### src/rtl/bnn_tb_pkg.sv
// Shared types and default sizing for the BNN stimulus player.
package bnn_tb_pkg;

  localparam int unsigned DATA_W_DEF = 32;
  localparam int unsigned DEPTH_DEF  = 16;
  localparam int unsigned ADDR_W_DEF = 4;

  typedef enum logic [1:0] {
    ST_IDLE   = 2'd0,
    ST_STREAM = 2'd1,
    ST_DONE   = 2'd2
  } state_e;

endpackage

### src/rtl/bnn_vec_mem.sv
// Stimulus store: DEPTH x DATA_W register array, synchronous write,
// asynchronous read, no reset.
module bnn_vec_mem #(
  parameter int unsigned DATA_W = 32,
  parameter int unsigned ADDR_W = 4
) (
  input  logic              clk_i,
  input  logic              we_i,
  input  logic [ADDR_W-1:0] waddr_i,
  input  logic [DATA_W-1:0] wdata_i,
  input  logic [ADDR_W-1:0] raddr_i,
  output logic [DATA_W-1:0] rdata_o
);

  localparam int unsigned DEPTH = 2 ** ADDR_W;

  logic [DATA_W-1:0] mem_q [DEPTH];

  // Write port; contents deliberately left unreset.
  always_ff @(posedge clk_i) begin
    if (we_i) begin
      mem_q[waddr_i] <= wdata_i;
    end
  end

  assign rdata_o = mem_q[raddr_i];

endmodule

### src/rtl/bnn_vec_player.sv
// Streams preloaded binary input vectors to the BNN netlist over a
// valid/ready handshake, with a one-cycle done pulse at the end of a run.
module bnn_vec_player
  import bnn_tb_pkg::*;
#(
  parameter int unsigned DATA_W = DATA_W_DEF,
  parameter int unsigned DEPTH  = DEPTH_DEF,
  parameter int unsigned ADDR_W = ADDR_W_DEF
) (
  input  logic              clk,
  input  logic              rstn,
  input  logic              load_en,
  input  logic [ADDR_W-1:0] load_addr,
  input  logic [DATA_W-1:0] load_data,
  input  logic              start,
  input  logic [ADDR_W:0]   num_vec,
  output logic              out_valid,
  output logic [DATA_W-1:0] out_data,
  output logic              out_last,
  input  logic              out_ready,
  output logic              busy,
  output logic              done,
  output logic [ADDR_W:0]   vec_cnt
);

  localparam logic [ADDR_W:0] DEPTH_L = (ADDR_W + 1)'(DEPTH);

  state_e            state_q;
  logic              out_valid_q;
  logic [DATA_W-1:0] out_data_q;
  logic              out_last_q;
  logic              busy_q;
  logic              done_q;
  logic [ADDR_W:0]   vec_cnt_q;
  logic [ADDR_W:0]   n_q;
  logic [ADDR_W-1:0] rd_addr_q;

  logic [ADDR_W:0]   n_clamp;
  logic [ADDR_W-1:0] rd_addr;
  logic [DATA_W-1:0] rd_data;
  logic              mem_we;
  logic              hs;

  assign n_clamp = (num_vec > DEPTH_L) ? DEPTH_L : num_vec;
  assign mem_we  = load_en && (state_q == ST_IDLE);
  assign hs      = out_valid_q && out_ready;
  // In IDLE slot 0 is presented so an accepted start can capture it; since
  // the write lands on the same edge, a same-cycle write to slot 0 is not seen.
  assign rd_addr = (state_q == ST_IDLE) ? '0 : rd_addr_q;

  bnn_vec_mem #(
    .DATA_W(DATA_W),
    .ADDR_W(ADDR_W)
  ) u_mem (
    .clk_i  (clk),
    .we_i   (mem_we),
    .waddr_i(load_addr),
    .wdata_i(load_data),
    .raddr_i(rd_addr),
    .rdata_o(rd_data)
  );

  // Control FSM with registered outputs and run bookkeeping.
  always_ff @(posedge clk) begin
    if (!rstn) begin
      state_q     <= ST_IDLE;
      out_valid_q <= 1'b0;
      out_data_q  <= '0;
      out_last_q  <= 1'b0;
      busy_q      <= 1'b0;
      done_q      <= 1'b0;
      vec_cnt_q   <= '0;
      n_q         <= '0;
      rd_addr_q   <= '0;
    end else begin
      case (state_q)
        ST_IDLE: begin
          done_q <= 1'b0;
          if (start) begin
            vec_cnt_q <= '0;
            n_q       <= n_clamp;
            busy_q    <= 1'b1;
            if (n_clamp == '0) begin
              state_q <= ST_DONE;
              done_q  <= 1'b1;
            end else begin
              state_q     <= ST_STREAM;
              out_valid_q <= 1'b1;
              out_data_q  <= rd_data;
              out_last_q  <= (n_clamp == (ADDR_W + 1)'(1));
              rd_addr_q   <= (ADDR_W)'(1);
            end
          end
        end
        ST_STREAM: begin
          if (hs) begin
            vec_cnt_q <= vec_cnt_q + (ADDR_W + 1)'(1);
            if (out_last_q) begin
              state_q     <= ST_DONE;
              out_valid_q <= 1'b0;
              out_last_q  <= 1'b0;
              done_q      <= 1'b1;
            end else begin
              out_data_q <= rd_data;
              out_last_q <= ((vec_cnt_q + (ADDR_W + 1)'(2)) == n_q);
              rd_addr_q  <= rd_addr_q + (ADDR_W)'(1);
            end
          end
        end
        ST_DONE: begin
          state_q <= ST_IDLE;
          done_q  <= 1'b0;
          busy_q  <= 1'b0;
        end
        default: begin
          state_q     <= ST_IDLE;
          out_valid_q <= 1'b0;
          busy_q      <= 1'b0;
          done_q      <= 1'b0;
        end
      endcase
    end
  end

  assign out_valid = out_valid_q;
  assign out_data  = out_data_q;
  assign out_last  = out_last_q;
  assign busy      = busy_q;
  assign done      = done_q;
  assign vec_cnt   = vec_cnt_q;

endmodule

### config.mk
export PLATFORM = sky130hd
export DESIGN_NAME = bnn_vec_player
export DESIGN_NICKNAME = d
export VERILOG_FILES = /design/src/rtl/bnn_tb_pkg.sv /design/src/rtl/bnn_vec_mem.sv /design/src/rtl/bnn_vec_player.sv
export SDC_FILE = /design/constraint.sdc
export NUM_CORES = 1
export LEC_CHECK = 0
export BUFFER_PORTS_ARGS = -buffer_cell sky130_fd_sc_hd__buf_2
export CORE_MARGIN = 2
export CORE_UTILIZATION = 54
export DETAILED_ROUTE_END_ITERATION = 8
export GPL_TIMING_DRIVEN = 0
export PLACE_DENSITY = 0.73
export SKIP_LAST_GASP = 1
export SYNTH_ARGS = -nofsm -noshare
export SYNTH_HDL_FRONTEND = slang
export SYNTH_HIERARCHICAL = 1
export SYNTH_SLANG_ARGS = --single-unit
### constraint.sdc
create_clock -name clk -period 5.4 [get_ports clk]
set_input_delay 1.08 -clock clk [delete_from_list [all_inputs] [get_ports clk]]
set_output_delay 1.08 -clock clk [all_outputs]
set_load 0.1 [all_outputs]
# Yosys cells after proc, flatten, opt, wreduce, memory -nomap -nowiden
# Memory sizes are Yosys's and may differ from the RTL's.
# Index checks and enable logic that the tools add are counted.
dict set report totals {
  out_inout_bits 41
  ramBits 512
  mem_count 1
  in_bits 46
  reg_bits 52
}
# name words width read_ports rd_clocked_by_memory_dff write_ports line
set memory_table {}
lappend memory_table {u_mem.mem_q 16 32 1 0 1 bnn_vec_mem.sv:17} ;# logic [DATA_W-1:0] mem_q [DEPTH];
dict set report op_classes {
  addsub 3
  mux 39
  n_lt_le_gt_ge 1
  bitwise 2
  n_eq_ne 9
  n_reduce_logical 13
}
# operator count
set ops {}
lappend ops {{32-bit 2-to-1 mux} 4}
lappend ops {{32-bit one-hot mux with 2 select lines} 1}
lappend ops {{4-bit 2-to-1 mux} 5}
lappend ops {{1-bit 2-to-1 mux} 15}
lappend ops {{5-bit 2-to-1 mux} 3}
lappend ops {{2-bit inequality test, second input constant} 5}
lappend ops {{5-bit one-hot mux with 2 select lines} 1}
lappend ops {{5-bit AND reduction} 2}
lappend ops {{2-bit 2-to-1 mux} 4}
lappend ops {{4-bit one-hot mux with 2 select lines} 1}
lappend ops {{1-bit one-hot mux with 2 select lines} 3}
lappend ops {{2-bit AND reduction} 3}
lappend ops {{3-bit AND reduction} 2}
lappend ops {{5-bit by 1-bit adder with 5-bit output, second input constant} 1}
lappend ops {{5-bit by 2-bit adder with 5-bit output, second input constant} 1}
lappend ops {{5-bit by 1-bit equality test with 1-bit output, second input constant} 1}
lappend ops {{5-bit equality test} 1}
lappend ops {{5-bit greater-than comparator, second input constant} 1}
lappend ops {{5-bit logical NOT} 1}
lappend ops {{4-bit by 1-bit adder with 4-bit output, second input constant} 1}
lappend ops {{2-bit one-hot mux with 2 select lines} 1}
lappend ops {{4-bit AND reduction} 1}
lappend ops {{1-bit one-hot mux with 3 select lines} 1}
lappend ops {{2-bit by 1-bit equality test with 1-bit output, second input constant} 1}
lappend ops {{5 further kinds} 7}

# Logic depth before layout (Yosys ltp)
# Gate-level depths: netlist (run 1).
dict set report depth {
  ltp_word 6
  mapped_depth 10
}

# Modules after synthesis
# The synthesis (run 1) kept the hierarchy.
# mod cells_per_inst area_per_inst_um2 n_inst seq_area_each_um2
set modules_own_cells {}
lappend modules_own_cells {bnn_vec_mem 806 19194.7 1 15374.7}
lappend modules_own_cells {bnn_vec_player 263 2371.0 1 1041.0}

# Worst setup path after synthesis (run 1)
# OpenSTA, ideal clock, no wires.
dict set report synth_timing {
  path_kind {input -> register}
  from {input port load_en}
  to {memory u_mem.mem_q[0][0] (enable)}
  path_stages 3
  setup_slack_ps 1002
  t_arrival_ps 3937
  n_path_buf 0
  required_ps 4939
  setup_ps 461
  cell_sequence {and2_1 or3b_2 nor3_1}
}
dict set report synth_via {
  elab_chain_cells 3
}
# item line
set synth_lines {}
lappend synth_lines {{start: declaration} bnn_vec_player.sv:12} ;# input logic load_en,
lappend synth_lines {{1-bit logical AND} bnn_vec_player.sv:45} ;# assign mem_we = load_en && (state_q == ST_IDLE);
lappend synth_lines {{1-bit 2-to-1 mux} bnn_vec_mem.sv:21} ;# if (we_i) begin
lappend synth_lines {{1-bit 2-to-1 mux (not written as such)} bnn_vec_mem.sv:22} ;# mem_q[waddr_i] <= wdata_i;
lappend synth_lines {{end: declaration} bnn_vec_mem.sv:17}
# No other way between the ends.

# Worst setup path after layout (run 1)
dict set report layout_timing {
  from {register state_q[0]}
  to {memory u_mem.mem_q[0][8] (enable)}
}
dict set report layout_via {
  elab_chain_cells 4
}
# item line
set layout_lines {}
lappend layout_lines {{start: declaration} bnn_vec_player.sv:28} ;# state_e state_q;
lappend layout_lines {{start signal: assignment} bnn_vec_player.sv:66} ;# state_q <= ST_IDLE;
lappend layout_lines {{start signal: assignment} bnn_vec_player.sv:84} ;# state_q <= ST_DONE;
lappend layout_lines {{start signal: assignment} bnn_vec_player.sv:87} ;# state_q <= ST_STREAM;
lappend layout_lines {{2-bit logical NOT} bnn_vec_player.sv:45}
lappend layout_lines {{1-bit logical AND} bnn_vec_player.sv:45}
lappend layout_lines {{net mem_we} bnn_vec_player.sv:41} ;# logic mem_we;
lappend layout_lines {{1-bit 2-to-1 mux} bnn_vec_mem.sv:21}
lappend layout_lines {{1-bit 2-to-1 mux (not written as such)} bnn_vec_mem.sv:22}
# The timed path passes the listed nets, and every way through them passes these cells.

==> run metrics, run 1 <==
largest family of logic cells by synthesized area=multiplexers; Area Growth Syn to Fin=15.6%; worst path required time=5.68 ns; final setup fails=0; Syn Inst Count=1,069; PostCTS Resize Cnt=0; share of cells above drive strength 1=0.281; core footprint=39,500 um2; Worst VDD drop=0.218 mV; total wire length=47,900 um; Leakage=0.00808 uW; multiplexer share of the synthesized area=0.149; Sequential Area=16,400 um2; Max clock buf depth=3; combinational share of power=0.066; adder-cell share of the synthesized area=0.00174; min-delay src=out_data[16]$_SDFFE_PN0P_; Clk pwr share=0.403; Area contributors post-synth=edfxtp_1 (71%), mux4_2 (13%), dfxtp_1 (4.8%); internal power=7170 uW; crit share post-route=0.626; multi-input logic area=4940 um2; Critical Path Source Type=register; Routed WL per cell=26.5 um; P per Cell Area=367 nW/um2; Avg Cell Area, Syn=20.2 um2; crit-path max FO=9; CP cell instances=buf_4 > nor2_1 > and2_1 > or3b_2 > nor3_2 > buf_8 > buf_6; Root Buffer=clkbuf_16; Synth Register Bits=564; Post-synth EDFFs=512; Rel. slew slack=0.199; hold buffer count at CTS=0; Non-Filler Instances=1,807; Via density=6.18; FILL cells=2,618; Routed Antenna Nets=0; largest net degree at the start of global routing=24; endpoints failing hold=0; Yosys Warn Count=6; # DRC=0; f_max=296 MHz; vias=11,200; Critical Path Slowest Stage Cell=nor3_2; Die Span Y=204 um; cell taking the most area after synthesis=edfxtp_1; post-synthesis xor/xnor area fraction=0.00406; number of global-route vias before repair=11,200; Sink Count=564; CP Capture Type=register; status=completed; worst reg2reg path startpoint=state_q[0]$_SDFFE_PN0P_; Yosys cell types=46; I/O Buffers=85; Syn Std Cell Area=21,600 um2; Clk Latency, worst-skew pair=0.59 ns; Nets=1,286; TritonCTS Buffers=54; simple-gate share of the synthesized area=0.0379; slowest stage delay, CP=0.94 ns; placed insts=1,706; postcts setup bufs=0; RSZ-0062 raised after global routing=false; Die ar.=41,600 um2; TritonCTS clock tree=built; worst setup path class=register to register; initial core utilization=0.545; sequential area share after synthesis=0.761; final setup skew=0.0199 ns; clock slew at reported path FFs=0.06 ns; Starting DRT DRC Count=1,148; first-pass GRT wire length=71,400 um; Mapped Nets=1,118; # diodes=0; Critical Path Start=state_q[0]$_SDFFE_PN0P_; initial antenna violation count=1; All-Layer GR Usage=0.237; GRT Residual Overflow=0; Final min period=3.38 ns; drt pass-1 iters=6; IO Count=87; sequential power share=0.531; Slew @ Worst Pin=1.19 ns; die width=204 um; H-tree Lvls=2; most frequent cell after synthesis=edfxtp_1; Synth top area share=0.713; sw power=1980 uW; row count=73; Primary FF master, synth=edfxtp_1; reg2reg setup slack=2.02 ns; Hold Crit Class=register to register; Async SR Flop Fraction=0; Pins Over Slew Limit=0; Post-synth top cells=edfxtp_1 (512), mux4_2 (128), nand2_1 (110); total power=9150 uW; gpl congestion=0.805; hpwl dp=29,800 um; Max Cap Viol=0; Worst EP arrival=3.66 ns; Compound-Gate Fraction of Synth Area=0.0316; sw frac=0.217
worst max-delay path: cells and delay by family (launching register included):
kind / cells / cell delay [ns]
AND/OR/NAND/NOR: 4 / 2.19
buffers and inverters: 3 / 0.60
flip-flops: 1 / 0.29
placed cells by master (no fill, tap or decap), drive strengths merged, types with 4 or more instances in the layout:
cell,Yosys,layout
mux2i,32,32
xor2,6,6
a22oi,64,64
bufinv,0,5
and2,5,5
nor3,4,4
xnor2,4,4
nor2,21,21
mux4,128,128
dfxtp,52,52
clkbuf,27,101
edfxtp,512,512
a21boi,7,7
nand3,6,6
nand2b,5,5
clkinv,0,19
nand3b,7,7
nand2,110,110
o21ai,8,8
buf,33,145
nor2b,5,5
per-stage QoR:
step                      setup slack (ns)  setup TNS [ns]  area (um2)  hold slack (ns)  utilization
final                                 2.02               0       24900            0.453        0.630
after global routing                  1.98               0       24900            0.467        0.630
after CTS                             2.11               0       24900            0.457        0.630
after detailed placement              1.81               0       23200            0.444        0.586
after global placement               -1.82         -181.14       22600            0.441        0.573
after floorplan                       1.00               0       21600            0.453            -
per-layer routing:
metal,vias up,wire length [um],GRT usage,part of all wire
met5,-,16,0,0.00033
met4,2,1070,0.0699,0.022
met3,78,4360,0.0499,0.091
met2,584,23100,0.371,0.48
met1,5793,19300,0.344,0.40
li1,4702,-,-,-
power groups by stage:
| stage | sequential [uW] | combinational (uW) | clock (uW) |
|---|---|---|---|
| 3_3_place_gp | 4950 | 578 | 0 |
| 6_report | 4860 | 606 | 3680 |
| 5_1_grt | 4860 | 641 | 3920 |
| 2_1_floorplan | 5120 | 244 | 0 |
| 3_5_place_dp | 4950 | 609 | 0 |
| 4_1_cts | 4860 | 611 | 3740 |
layout make-up:
type | instances | area share
flip-flops and latches | 564 | 0.658
repair buffers | 112 | 0.0345
clock inverters | 27 | 0.0105
well taps | 525 | 0.0263
multi-input cells | 443 | 0.198
plain buffers | 60 | 0.0127
clock buffers | 74 | 0.0593
inverters | 2 | 0.000301
worst paths after layout:
check,depth (start not counted),end
worst max register to register,7,u_mem/mem_q[0][8]$_DFFE_PP_
worst min register to register,2,out_data[16]$_SDFFE_PN0P_
worst max-delay path,7,u_mem/mem_q[0][8]$_DFFE_PP_
worst min-delay path,2,out_data[16]$_SDFFE_PN0P_
sequential cells by signal, indices dropped and copies added, names as in the netlist:
signal and cells:
rd_addr_q 4, u_mem/mem_q 512, n_q 5, vec_cnt 5
out_last 1, busy 1, done 1, out_data 32
state_q 2, out_valid 1
kinds of logic after synthesis:
logic type	after synthesis
flip-flops	564
AND/OR/NAND/NOR	178
multiplexers	160
AO/OA/AOI/OAI	92
buffers and inverters	62
XOR/XNOR	10
adder cells (fa/ha/maj)	3
Power figures use the tool's default switching activity.
==> run 2: changes to the inputs <==
PLACE_DENSITY = 0.76   (was 0.73)
clock period = 2.85 ns   (was 5.4 ns; I/O delays follow)
==> run 2 against run 1 <==
- combinational power rose by 93%
- via count rose by 0.39%
- final area rose by 0.36%
- count of clock-buffer cells in the layout rose by 5
- critical path type unchanged
- first-iteration DRC count rose by 35%
- register-to-register slack got worse by 1.9 ns
- die area did not move
- largest cell class unchanged
- clock skew fell by 0.0079 ns
- power rose by 87%
- final cell count fell by 0.50%
- worst setup slack got worse by 1.9 ns
==> run metrics, run 2 (synthesis results as in run 1) <==
most frequent cells in the layout=edfxtp_1 (512), mux4_2 (128), nand2_1 (110), buf_2 (90), a22oi_1 (64); commonest non-fill, non-tap cell in the layout=edfxtp_1; gpl congestion=0.825 (+2.6%); Final Worst Setup Slack=0.118 ns (-1.90 ns); Clk Latency, worst-skew pair=0.57 ns (-0.02 ns); Root Buffer=clkbuf_16; clock slew at reported path FFs=0.06 ns (about the same); FILL cells=2,595 (-0.88%); GRT Residual Overflow=0 (unchanged); Sequential Area=16,400 um2 (unchanged); Starting DRT DRC Count=1,550 (+35%); core footprint=39,500 um2 (unchanged); Sink Count=564 (unchanged); worst setup path class=register to register; IO Count=87 (unchanged); TritonCTS Buffers=52 (-3.7%); Worst EP arrival=3.00 ns (-0.66 ns); Max Cap Viol=0 (unchanged); Area Growth Syn to Fin=16.0%; number of flip-flops in the largest register=512 (unchanged); placed inst area=23,300 um2 (+0.44%); Slew @ Worst Pin=0.864 ns (-0.330 ns); Routed Antenna Nets=0 (unchanged); setup TNS=0 ns (unchanged); most flop-heavy register=u_mem/mem_q; Critical Path Slowest Stage Cell=nor2_4; hpwl dp=29,700 um (-0.48%); CP top delay family=simple AND/OR/NAND/NOR gates; Max clock buf depth=3 (unchanged); row count=73 (unchanged); Rel. slew slack=0.422 (+0.223); H-tree Lvls=2 (unchanged); Hold Crit Class=input pin to register; initial antenna violation count=2 (+1); largest net degree at the start of global routing=25 (+4.2%); final setup skew=0.0120 ns (-0.00789 ns); TritonCTS clock tree=built; Critical Path Source Type=register; multi-input logic area=4960 um2 (+0.56%); RSZ-0062 raised after global routing=false; Leakage=0.00813 uW (+0.59%); status=completed; total wire length=49,400 um (+3.2%); worst hold slack=0.294 ns (-0.159 ns); die width=204 um (unchanged); endpoints failing hold=0 (unchanged); P per Cell Area=685 nW/um2 (+87%); f_max=366 MHz (+24%); Worst VDD drop=0.443 mV (+100%); All-Layer GR Usage=0.244 (+0.00632); CP cell instances=buf_4 > nor2_2 > and2_1 > or3b_2 > nor2_4 > buf_16; crit-path max FO=17 (+8); I/O Buffers=85 (unchanged); fin util=0.633 (+0.00225); Worst Path Buf+Inv=2 (-1); Nets=1,279 (-0.54%); Pins Over Slew Limit=0 (unchanged); Via density=6.23 (+0.89%); CP Capture Type=register; final instance area=25,000 um2 (+0.36%); first-pass GRT wire length=72,700 um (+1.9%); share of cells above drive strength 1=0.289 (+0.00771); Die Span Y=204 um (unchanged); Routed WL per cell=27.5 um (+3.7%); DP Worst Slack=0.0302 ns (-1.78 ns); # DRC=0 (unchanged); path depth of the worst reg2reg path=6 (-1); Die ar.=41,600 um2 (unchanged); initial core utilization=0.545 (unchanged); vias=11,200 (+0.39%); final setup fails=0 (unchanged); worst path required time=3.12 ns (-2.56 ns); number of global-route vias before repair=11,300 (+1.5%); crit share post-route=0.959 (+0.333); WHS Path Cells=3 (+1); hold buffer count at CTS=0 (unchanged); drt pass-1 iters=5 (-1); Final min period=2.73 ns (-0.648 ns); slowest stage delay, CP=0.62 ns (-0.32 ns); Levels on crit path=6 (-1)
==> run 2: final timing paths <==
check,from,to,slack (ns)
max,state_q[0]$_SDFFE_PN0P_,u_mem/mem_q[2][15]$_DFFE_PP_,0.12
min,num_vec[3],n_q[3]$_SDFFE_PN0P_,0.29
max reg2reg,state_q[0]$_SDFFE_PN0P_,u_mem/mem_q[2][15]$_DFFE_PP_,0.12
min reg2reg,out_data[19]$_SDFFE_PN0P_,out_data[19]$_SDFFE_PN0P_,0.46
==> run 2: stage by stage <==
stage	std cells	power [uW]
floorplan	1069	10200
global placement	1679	10500
detailed placement	1699	10500
CTS	1796	17200
global route	1798	17600
finish	1798	17100
==> run 2: layout make-up <==
class                   instances  area share
clock inverters                17     0.00630
clock buffers                  79      0.0605
well taps                     525      0.0263
plain buffers                  60      0.0140
diodes                          1    0.000100
flip-flops and latches        564       0.656
inverters                       2    0.000300
repair buffers                107      0.0381
multi-input cells             443       0.198
==> run 2: layer usage <==
metal / global-route usage / wire (um)
met4: 0.0824 / 1370
met5: 0 / 16
met2: 0.396 / 24000
met1: 0.330 / 18700
met3: 0.0563 / 5280
==> run 2: power breakdown <==
group	leakage (uW)	internal (uW)	switching [uW]
registers	0.00505	9160	54.0
clock network	0.000813	3920	2840
logic	0.00227	348	817
==> run 2: timing repair <==
action	in CTS	in global routing
setup buffers	1	1
gates resized for setup	4	23
pin swaps	1	1
endpoints found under the setup margin	14	227
==> run 2: worst reg2reg max path, delay by kind of cell (launching register included) <==
family	cells	cell delay, ns
AND/OR/NAND/NOR	4	1.69
buffers and inverters	2	0.42
flip-flops	1	0.29
==> run 3: changes to the inputs <==
BUFFER_PORTS_ARGS = default   (was -buffer_cell sky130_fd_sc_hd__buf_2)
DONT_BUFFER_PORTS = 1   (was default)
PLACE_DENSITY = 0.74   (was 0.76)
==> run 3 against run 2 <==
- hold slack worse by 0.23 ns
- global-route usage down 0.81 points
- via count down 2.4%
- die area unchanged
- sequential power up 3.7%
- clock skew up 0.018 ns
- critical path depth unchanged
- final cell count down 4.4%
- sequential share of layout area up 0.80 points
- power up 2.6%
- critical endpoint is now u_mem/mem_q[13][2]$_DFFE_PP_
- routed wire length down 3.0%
==> run metrics, run 3 (synthesis results as in run 1) <==
status=completed; Final min period=2.72 ns (-0.00772 ns); share of cells above drive strength 1=0.246 (-0.0429); Die ar.=41,600 um2 (unchanged); vias=10,900 (-2.4%); crit share post-route=0.956 (-0.00271); # DRC=0 (unchanged); IO Count=87 (unchanged); Rel. slew slack=0.191 (-0.232); Max Cap Viol=0 (unchanged); core footprint=39,500 um2 (unchanged); P per Cell Area=711 nW/um2 (+3.8%); Sink Count=564 (unchanged); RSZ-0062 raised after global routing=true; most frequent cells in the layout=edfxtp_1 (512), mux4_2 (128), nand2_1 (110), a22oi_1 (64), clkbuf_16 (57); Routed Antenna Nets=0 (unchanged); Die Span Y=204 um (unchanged); die width=204 um (unchanged); Via density=6.37 (+2.2%); crit-path max FO=18 (+1); placed inst area=22,800 um2 (-2.1%); number of flip-flops in the largest register=512 (unchanged); # diodes=0 (-1); total power=17,600 uW (+2.6%); row count=73 (unchanged); worst path required time=3.13 ns (about the same); Hold Crit Class=input pin to register; CP Capture Type=register; Routed WL per cell=27.9 um (+1.5%); Worst VDD drop=0.554 mV (+25%); clock slew at reported path FFs=0.07 ns (about the same); TritonCTS Buffers=54 (+3.8%); Critical Path Source Type=register; largest net degree at the start of global routing=24 (-4.0%); f_max=367 MHz (+0.28%); FILL cells=2,601 (+0.23%); first-pass GRT wire length=70,500 um (-3.0%); initial antenna violation count=0 (-2); Clk Latency, worst-skew pair=0.60 ns (+0.03 ns); TritonCTS clock tree=built; Leakage=0.00782 uW (-3.8%); total wire length=47,900 um (-3.0%); Pins Over Slew Limit=0 (unchanged); GRT Residual Overflow=0 (unchanged); endpoints failing hold=0 (unchanged); Slew @ Worst Pin=1.21 ns (+0.348 ns); Worst EP arrival=3.01 ns (about the same); hold buffer count at CTS=0 (unchanged); Root Buffer=clkbuf_16; commonest non-fill, non-tap cell in the layout=edfxtp_1; Area Growth Syn to Fin=14.6%; All-Layer GR Usage=0.236 (-0.00809); drt pass-1 iters=5 (unchanged); final setup fails=0 (unchanged); Nets=1,199 (-6.3%); Non-Filler Instances=1,718 (-4.4%); H-tree Lvls=2 (unchanged); Starting DRT DRC Count=1,372 (-11%); I/O Buffers=0 (-100%); final setup skew=0.0304 ns (+0.0184 ns); Max clock buf depth=3 (unchanged); worst setup path class=register to register; final instance area=24,700 um2 (-1.2%); initial core utilization=0.545 (unchanged); setup TNS=0 ns (unchanged); most flop-heavy register=u_mem/mem_q; reg2reg setup slack=0.13 ns (about the same); placed insts=1,615 (-4.9%); gpl congestion=0.825 (about the same); number of global-route vias before repair=11,000 (-3.0%); hpwl dp=29,700 um (+0.14%)
## run 3: changes by cell type in the layout (fill, tap and decap cells not counted), sizes merged
cell	previous run	this run
bufinv	3	7
diode	1	0
clkinvlp	2	1
clkinv	12	16
buf	128	51
inv	2	3
clkbuf	117	107
## run 3: routing by layer
metal / part of all wire / vias up / GRT usage / wire [um]
met5: 0 / - / 0 / 0
met4: 0.023 / 0 / 0.0680 / 1120
li1: - / 4528 / - / -
met3: 0.099 / 87 / 0.0572 / 4730
met2: 0.50 / 544 / 0.383 / 23800
met1: 0.38 / 5779 / 0.322 / 18300
## run 3: worst paths after layout
kind / from / to / cells after the start
min reg2reg: n_q[4]$_SDFFE_PN0P_ / n_q[4]$_SDFFE_PN0P_ / 2
max reg2reg: state_q[0]$_SDFFE_PN0P_ / u_mem/mem_q[13][2]$_DFFE_PP_ / 6
min: load_data[0] / u_mem/mem_q[8][0]$_DFFE_PP_ / 0
max: state_q[0]$_SDFFE_PN0P_ / u_mem/mem_q[13][2]$_DFFE_PP_ / 6
## run 3: final cells by class
class	count	area, um2	area share
Clock inverter	25	308	0.0124
Tap cell	525	657	0.0266
Sequential cell	564	16400	0.664
Multi-Input combinational cell	443	4960	0.201
Clock buffer	74	1540	0.0623
Inverter	2	7.51	0.000304
Buffer	60	352	0.0142
Timing Repair Buffer	25	479	0.0194
## run 3: critical path, cell delays in order (launching register included)
cell and delay, ns:
dfxtp_1 0.30, buf_4 0.16, nor2_2 0.26, and2_1 0.26, nand3_1 0.39, nor2_4 0.77
buf_16 0.25
## run 3: power breakdown
part,internal (uW),leakage [uW],switching [uW]
Combinational,297,0.00187,361
Sequential,9160,0.00505,390
Clock,4410,0.000907,2970
## run 3: per-stage QoR
step | util | hold WS, ns | worst slack (ns)
finish | 0.625 | 0.0605 | 0.126
global route | 0.625 | 0.0287 | -0.0183
CTS | 0.624 | 0.0299 | 0.000958
detailed placement | 0.577 | 0.470 | -0.0434
global placement | 0.563 | 0.464 | -1.93
floorplan | - | 0.453 | -0.347
## run 3: repair_timing
action / in CTS / in global routing
buffers inserted: 0 / 4
gates resized for setup: 8 / 16
endpoints found under the setup margin: 15 / 286
pin swaps: 0 / 1
